## src/rtl/bus_pkg.sv

```systemverilog
// Shared constants, state encoding and address decode for the bidding-arbiter bus.
// The arbiter and every slave responder import this package.
package bus_pkg;

    typedef enum logic [1:0] {
        IDLE = 2'd0,
        WAIT = 2'd1,
        RESP = 2'd2,
        DONE = 2'd3
    } state_e;

    localparam logic [15:0] ADDR_TAG = 16'hFFEF;
    localparam logic [3:0]  PAGE_NIB = 4'h2;
    localparam logic [31:0] ERR_DATA = 32'hDEAD_BEEF;

    // Address format FFEF_S2M0: tag, slave nibble, page nibble, word index, zero nibble.
    function automatic logic addr_hit(input logic [31:0] addr, input logic [3:0] slave_id);
        return (addr[31:16] == ADDR_TAG) && (addr[15:12] == slave_id) &&
               (addr[11:8] == PAGE_NIB) && (addr[3:0] == 4'h0);
    endfunction

endpackage

```

## src/rtl/slv_mailbox.sv

```systemverilog
// 16 x 32 mailbox register file: one synchronous write port, one combinational read port.
module slv_mailbox #(
    parameter logic [31:0] RESET_DATA = 32'h0000_0000
) (
    input  logic        clk,
    input  logic        rst,
    input  logic        we_i,
    input  logic [3:0]  waddr_i,
    input  logic [31:0] wdata_i,
    input  logic [3:0]  raddr_i,
    output logic [31:0] rdata_o
);

    logic [31:0] mem_q [16];

    always_ff @(posedge clk or negedge rst) begin
        if (!rst) begin
            for (int i = 0; i < 16; i++) begin
                mem_q[i] <= RESET_DATA;
            end
        end else if (we_i) begin
            mem_q[waddr_i] <= wdata_i;
        end
    end

    assign rdata_o = mem_q[raddr_i];

endmodule

```

## src/rtl/bus_slave_resp.sv

```systemverilog
// Slave-side responder: captures one bus transfer, waits WAIT_STATES cycles,
// then answers with a single registered ack (plus err on a decode miss).
module bus_slave_resp
    import bus_pkg::*;
#(
    parameter int unsigned SLAVE_ID    = 0,
    parameter int unsigned WAIT_STATES = 2,
    parameter logic [31:0] RESET_DATA  = 32'h0000_0000
) (
    input  logic        clk,
    input  logic        rst,
    input  logic        sel,
    input  logic        rw,
    input  logic [31:0] addr,
    input  logic [31:0] DataToSlave,
    output logic [31:0] DataFromSlave,
    output logic        ack,
    output logic        err,
    output logic        busy,
    output logic [1:0]  dbg_state_o
);

    localparam logic [3:0] SID = 4'(SLAVE_ID);
    localparam logic [3:0] WS  = 4'(WAIT_STATES);

    state_e      state_q, state_d;
    logic [3:0]  cnt_q, cnt_d;
    logic [31:0] addr_q, addr_d;
    logic        rw_q, rw_d;
    logic [31:0] wdata_q, wdata_d;
    logic        ack_q, ack_d;
    logic        err_q, err_d;
    logic [31:0] rdata_q, rdata_d;

    logic        hit;
    logic        mb_we;
    logic [31:0] mb_rdata;

    assign hit = addr_hit(addr_q, SID);

    slv_mailbox #(.RESET_DATA(RESET_DATA)) u_mailbox (
        .clk     (clk),
        .rst     (rst),
        .we_i    (mb_we),
        .waddr_i (addr_q[7:4]),
        .wdata_i (wdata_q),
        .raddr_i (addr_q[7:4]),
        .rdata_o (mb_rdata)
    );

    always_comb begin
        state_d = state_q;
        cnt_d   = cnt_q;
        addr_d  = addr_q;
        rw_d    = rw_q;
        wdata_d = wdata_q;
        ack_d   = 1'b0;
        err_d   = 1'b0;
        rdata_d = '0;
        mb_we   = 1'b0;
        case (state_q)
            IDLE: begin
                if (sel) begin
                    addr_d  = addr;
                    rw_d    = rw;
                    wdata_d = DataToSlave;
                    cnt_d   = WS;
                    state_d = (WS == 4'd0) ? RESP : WAIT;
                end
            end
            WAIT: begin
                // Losing sel mid-wait abandons the transfer silently.
                if (!sel) begin
                    state_d = IDLE;
                    cnt_d   = 4'd0;
                end else begin
                    cnt_d = cnt_q - 4'd1;
                    if (cnt_q == 4'd1) begin
                        state_d = RESP;
                    end
                end
            end
            RESP: begin
                // Response is registered here so ack/err/data appear on the following cycle.
                ack_d   = 1'b1;
                state_d = DONE;
                if (!hit) begin
                    err_d   = 1'b1;
                    rdata_d = ERR_DATA;
                end else if (rw_q) begin
                    mb_we   = 1'b1;
                    rdata_d = wdata_q;
                end else begin
                    rdata_d = mb_rdata;
                end
            end
            DONE: begin
                if (!sel) begin
                    state_d = IDLE;
                end
            end
            default: state_d = IDLE;
        endcase
    end

    always_ff @(posedge clk or negedge rst) begin
        if (!rst) begin
            state_q <= IDLE;
            cnt_q   <= 4'd0;
            addr_q  <= '0;
            rw_q    <= 1'b0;
            wdata_q <= '0;
            ack_q   <= 1'b0;
            err_q   <= 1'b0;
            rdata_q <= '0;
        end else begin
            state_q <= state_d;
            cnt_q   <= cnt_d;
            addr_q  <= addr_d;
            rw_q    <= rw_d;
            wdata_q <= wdata_d;
            ack_q   <= ack_d;
            err_q   <= err_d;
            rdata_q <= rdata_d;
        end
    end

    assign ack           = ack_q;
    assign err           = err_q;
    assign DataFromSlave = rdata_q;
    assign busy          = (state_q != IDLE);
    assign dbg_state_o   = state_q;

endmodule

```

## config.mk

```make
export PLATFORM = sky130hd
export DESIGN_NAME = bus_slave_resp
export DESIGN_NICKNAME = d
export VERILOG_FILES = /design/src/rtl/bus_pkg.sv /design/src/rtl/slv_mailbox.sv /design/src/rtl/bus_slave_resp.sv
export SDC_FILE = /design/constraint.sdc
export NUM_CORES = 1
export LEC_CHECK = 0
export CORE_AREA = 2 2 216 218
export DETAILED_ROUTE_END_ITERATION = 7
export DIE_AREA = 0 0 218 220
export GPL_TIMING_DRIVEN = 1
export HOLD_SLACK_MARGIN = 0.08
export PLACE_DENSITY_LB_ADDON = 0.12
export SLEW_MARGIN = 0
export SYNTH_ARGS = -nofsm -noshare
export SYNTH_HDL_FRONTEND = slang
export SYNTH_HIERARCHICAL = 1
export SYNTH_SLANG_ARGS = --single-unit
```

## constraint.sdc

```tcl
create_clock -name clk -period 3.75 [get_ports clk]
set_clock_uncertainty 0.05 [all_clocks]
set_input_delay 0.75 -clock clk [delete_from_list [all_inputs] [get_ports clk]]
set_output_delay 0.75 -clock clk [all_outputs]
set_load 0.03 [all_outputs]
```

==> metrics <==
status finished, final reports clean; DRC viols 0; hpwl dp 39000 um; Area Overhead vs Synth 16.4%; Synth Flop Type dfrtp_1; die height approximately 220 um; Top cell by count, worst path buf_4; GRT overflow 0; Fin Setup TNS 0 ns; Post-synth ARST share 100%; Chip Width 218 um; cell chain of the critical path or4b_1, or3_1, nor4_2, buf_4, nand2b_1, or4_2, buf_4, mux2_1; Initial Utilization 59.3%; maximum VDD drop approximately 0.00073 V; Startpoint Class register; TritonCTS clock tree yes; I/O Buffers roughly 100; Post-synth EDFFs 0; Slew Limit Fails 0; Achievable Freq 294 MHz; crit path max fanout 15; vias per inst 6.34; post-synthesis sequential area ratio between 50% and 60%; cts bufs inserted 66; worst slew pin tran between 0.8 and 0.9 ns; Synth warnings 6; antenna violations before repair 1; Synth top area share between 50% and 60%; nets between 1500 and 2000; Routability Congestion 0.778; Final period util between 90 and 100%; starting DRC count in detailed routing around 1100; fin crit period between 3 and 4 ns; Largest stage delay, worst path about 0.58 ns; post_cts resized 0; number of buffers on the longest clock path 3; Synth Area per Inst between 15 and 20 um2; die footprint about 48000 um2; Synth Register Bits about 600; crit path DAT 3.82 ns; max-cap viol count 0; Antenna Nets Post-Route 0; reg2reg path depth 8; library cells used by synthesis 34; final wirelength around 66000 um; pwr dens slightly below 600 nW/um2; Gate Count Post-Synth roughly 1700; clk sinks 617; vias in the first global route between 15000 and 20000; GRT Util Overall approximately 29%; number of setup violations in the final report 0; CTS Hold Buffers Added 0; CTS clk-pin slew, worst paths approximately 0.060 ns; Fin. Hold Viols 0; post-route cell area roughly 32000 um2; post-synth net total 1779; r2r setup slk around 0.34 ns; ANT cells 0; P_leak ~15 nW; Worst Setup End Kind register; share of layout cells above drive strength 1 49.8%; vias after detailed routing between 15000 and 20000; first-pass GRT wire length 103000 um; Root Buffer clkbuf_16; Wirelength per Cell 26.6 um; Core Footprint ~46000 um2; setup bufs post-CTS 0; DRT Pass-1 Iters 5; largest net degree at the start of global routing 83; largest area contributor in the netlist dfrtp_1; num ports between 100 and 150; worst relative slew slack roughly 45%; type of the tightest min-delay check primary input to async pin; largest cells by area after synthesis dfrtp_1 57%, mux2_2 24%, mux4_2 11%; Row Count just under 80; H-Tree Depth 3; Netlist Area Pre-Place roughly 27000 um2; CP Class register to register; RSZ-0062 raised after global routing no; DP Area ~30000 um2; slowest CP cell or4_2; Required @ worst endpoint around 4.2 ns; Clock Latency Late Sink a little under 0.6 ns
[critical path: cells and delay by family, from the launching register on]
| kind | cells | cell delay (ns) |
|---|---|---|
| AND/OR/NAND/NOR | 5 | 2.08 |
| flip-flops | 1 | 0.37 |
| multiplexers | 1 | 0.33 |
| buffers and inverters | 2 | 0.47 |
[metal layers]
layer,GRT usage [%],share of wire (%),routed length (um),vias to the layer above
met4,8.53,2.1,1390,0
met1,41.8,44,29100,8533
met3,4.69,5.2,3380,89
li1,-,-,-,6610
met2,45.4,48,31600,364
met5,0,0,0,-
[final timing paths]
check,start,end
min in group clk,u_mailbox/mem_q[506],u_mailbox/mem_q[506]
max in group asynchronous,rst,u_mailbox/mem_q[346]
min,rst,u_mailbox/mem_q[131]
max reg2reg,addr_q[13],u_mailbox/mem_q[506]
min reg2reg,u_mailbox/mem_q[506],u_mailbox/mem_q[506]
max,addr_q[13],u_mailbox/mem_q[506]
[cells in the final DEF (no fill, tap or decap), drive strengths merged, types with 24 or more instances in the layout]
cell type      instances
dfrtp                617
mux2                 577
mux4                 128
clkdlybuf4s50        103
clkbuf                97
buf                   79
a22oi                 64
nand2                 38
mux2i                 34
a41oi                 24
[power breakdown]
group | switching [W] | internal, W | total [W] | leakage, nW
logic | 0.00189 | 0.00151 | 0.00339 | 5.42
registers | 0.00135 | 0.00708 | 0.00843 | 8.46
clock network | 0.00260 | 0.00415 | 0.00676 | 1.13
[cell usage after synthesis, drive strengths merged (3+ instances only)]
| cell | count |
|---|---|
| or4 | 3 |
| mux4 | 128 |
| dfrtp | 617 |
| nand2b | 6 |
| buf | 76 |
| nor2b | 4 |
| inv | 6 |
| nor2 | 13 |
| or3 | 3 |
| nor4 | 12 |
| o21ai | 3 |
| a22oi | 64 |
| mux2 | 577 |
| clkbuf | 75 |
| mux2i | 34 |
| nand2 | 38 |
| a41oi | 24 |
| nor3 | 7 |
[cell type report]
class / instances / area [um2]
Clock buffer: 97 / 2070
Clock inverter: 17 / 219
Fill cell: 3100 / 14200
Inverter: 6 / 22.5
Multi-Input combinational cell: 935 / 11200
Sequential cell: 617 / 15400
Tap cell: 607 / 759
Timing Repair Buffer: 182 / 1930
[flip-flops by register name (all words and copies together), names as in the netlist, named ones only]
register	count
DataFromSlave	32
ack	1
addr_q	32
cnt_q	4
dbg_state_o	1
err	1
rw_q	1
u_mailbox/mem_q	512
wdata_q	32
[per-stage QoR]
| step | hold WS [ns] | total power [W] | worst slack [ns] | instances | util [%] |
|---|---|---|---|---|---|
| after detailed placement | 0.431 | 0.0119 | 0.347 | 2347 | 64.0 |
| after CTS | 0.138 | 0.0187 | 0.344 | 2461 | 69.0 |
| after global routing | 0.156 | 0.0194 | 0.277 | 2461 | 69.0 |
| final | 0.135 | 0.0186 | 0.343 | 2461 | 69.0 |
| after floorplan | 0.404 | 0.0102 | 0.667 | 1709 | - |
| after global placement | 0.419 | 0.0119 | 0.371 | 2347 | 64.0 |
[kinds of logic (layout without fill, tap and decap cells)]
| logic type | after synthesis | after routing | share of synthesized area [%] |
|---|---|---|---|
| compound gates | 95 | 95 | 2.71 |
| mux | 739 | 739 | 35.8 |
| flops | 617 | 617 | 56.8 |
| buf+inv | 157 | 302 | 2.54 |
| fa+ha+maj | 2 | 2 | 0.0921 |
| simple gates | 99 | 99 | 2.08 |
Power figures use the tool's default switching activity.
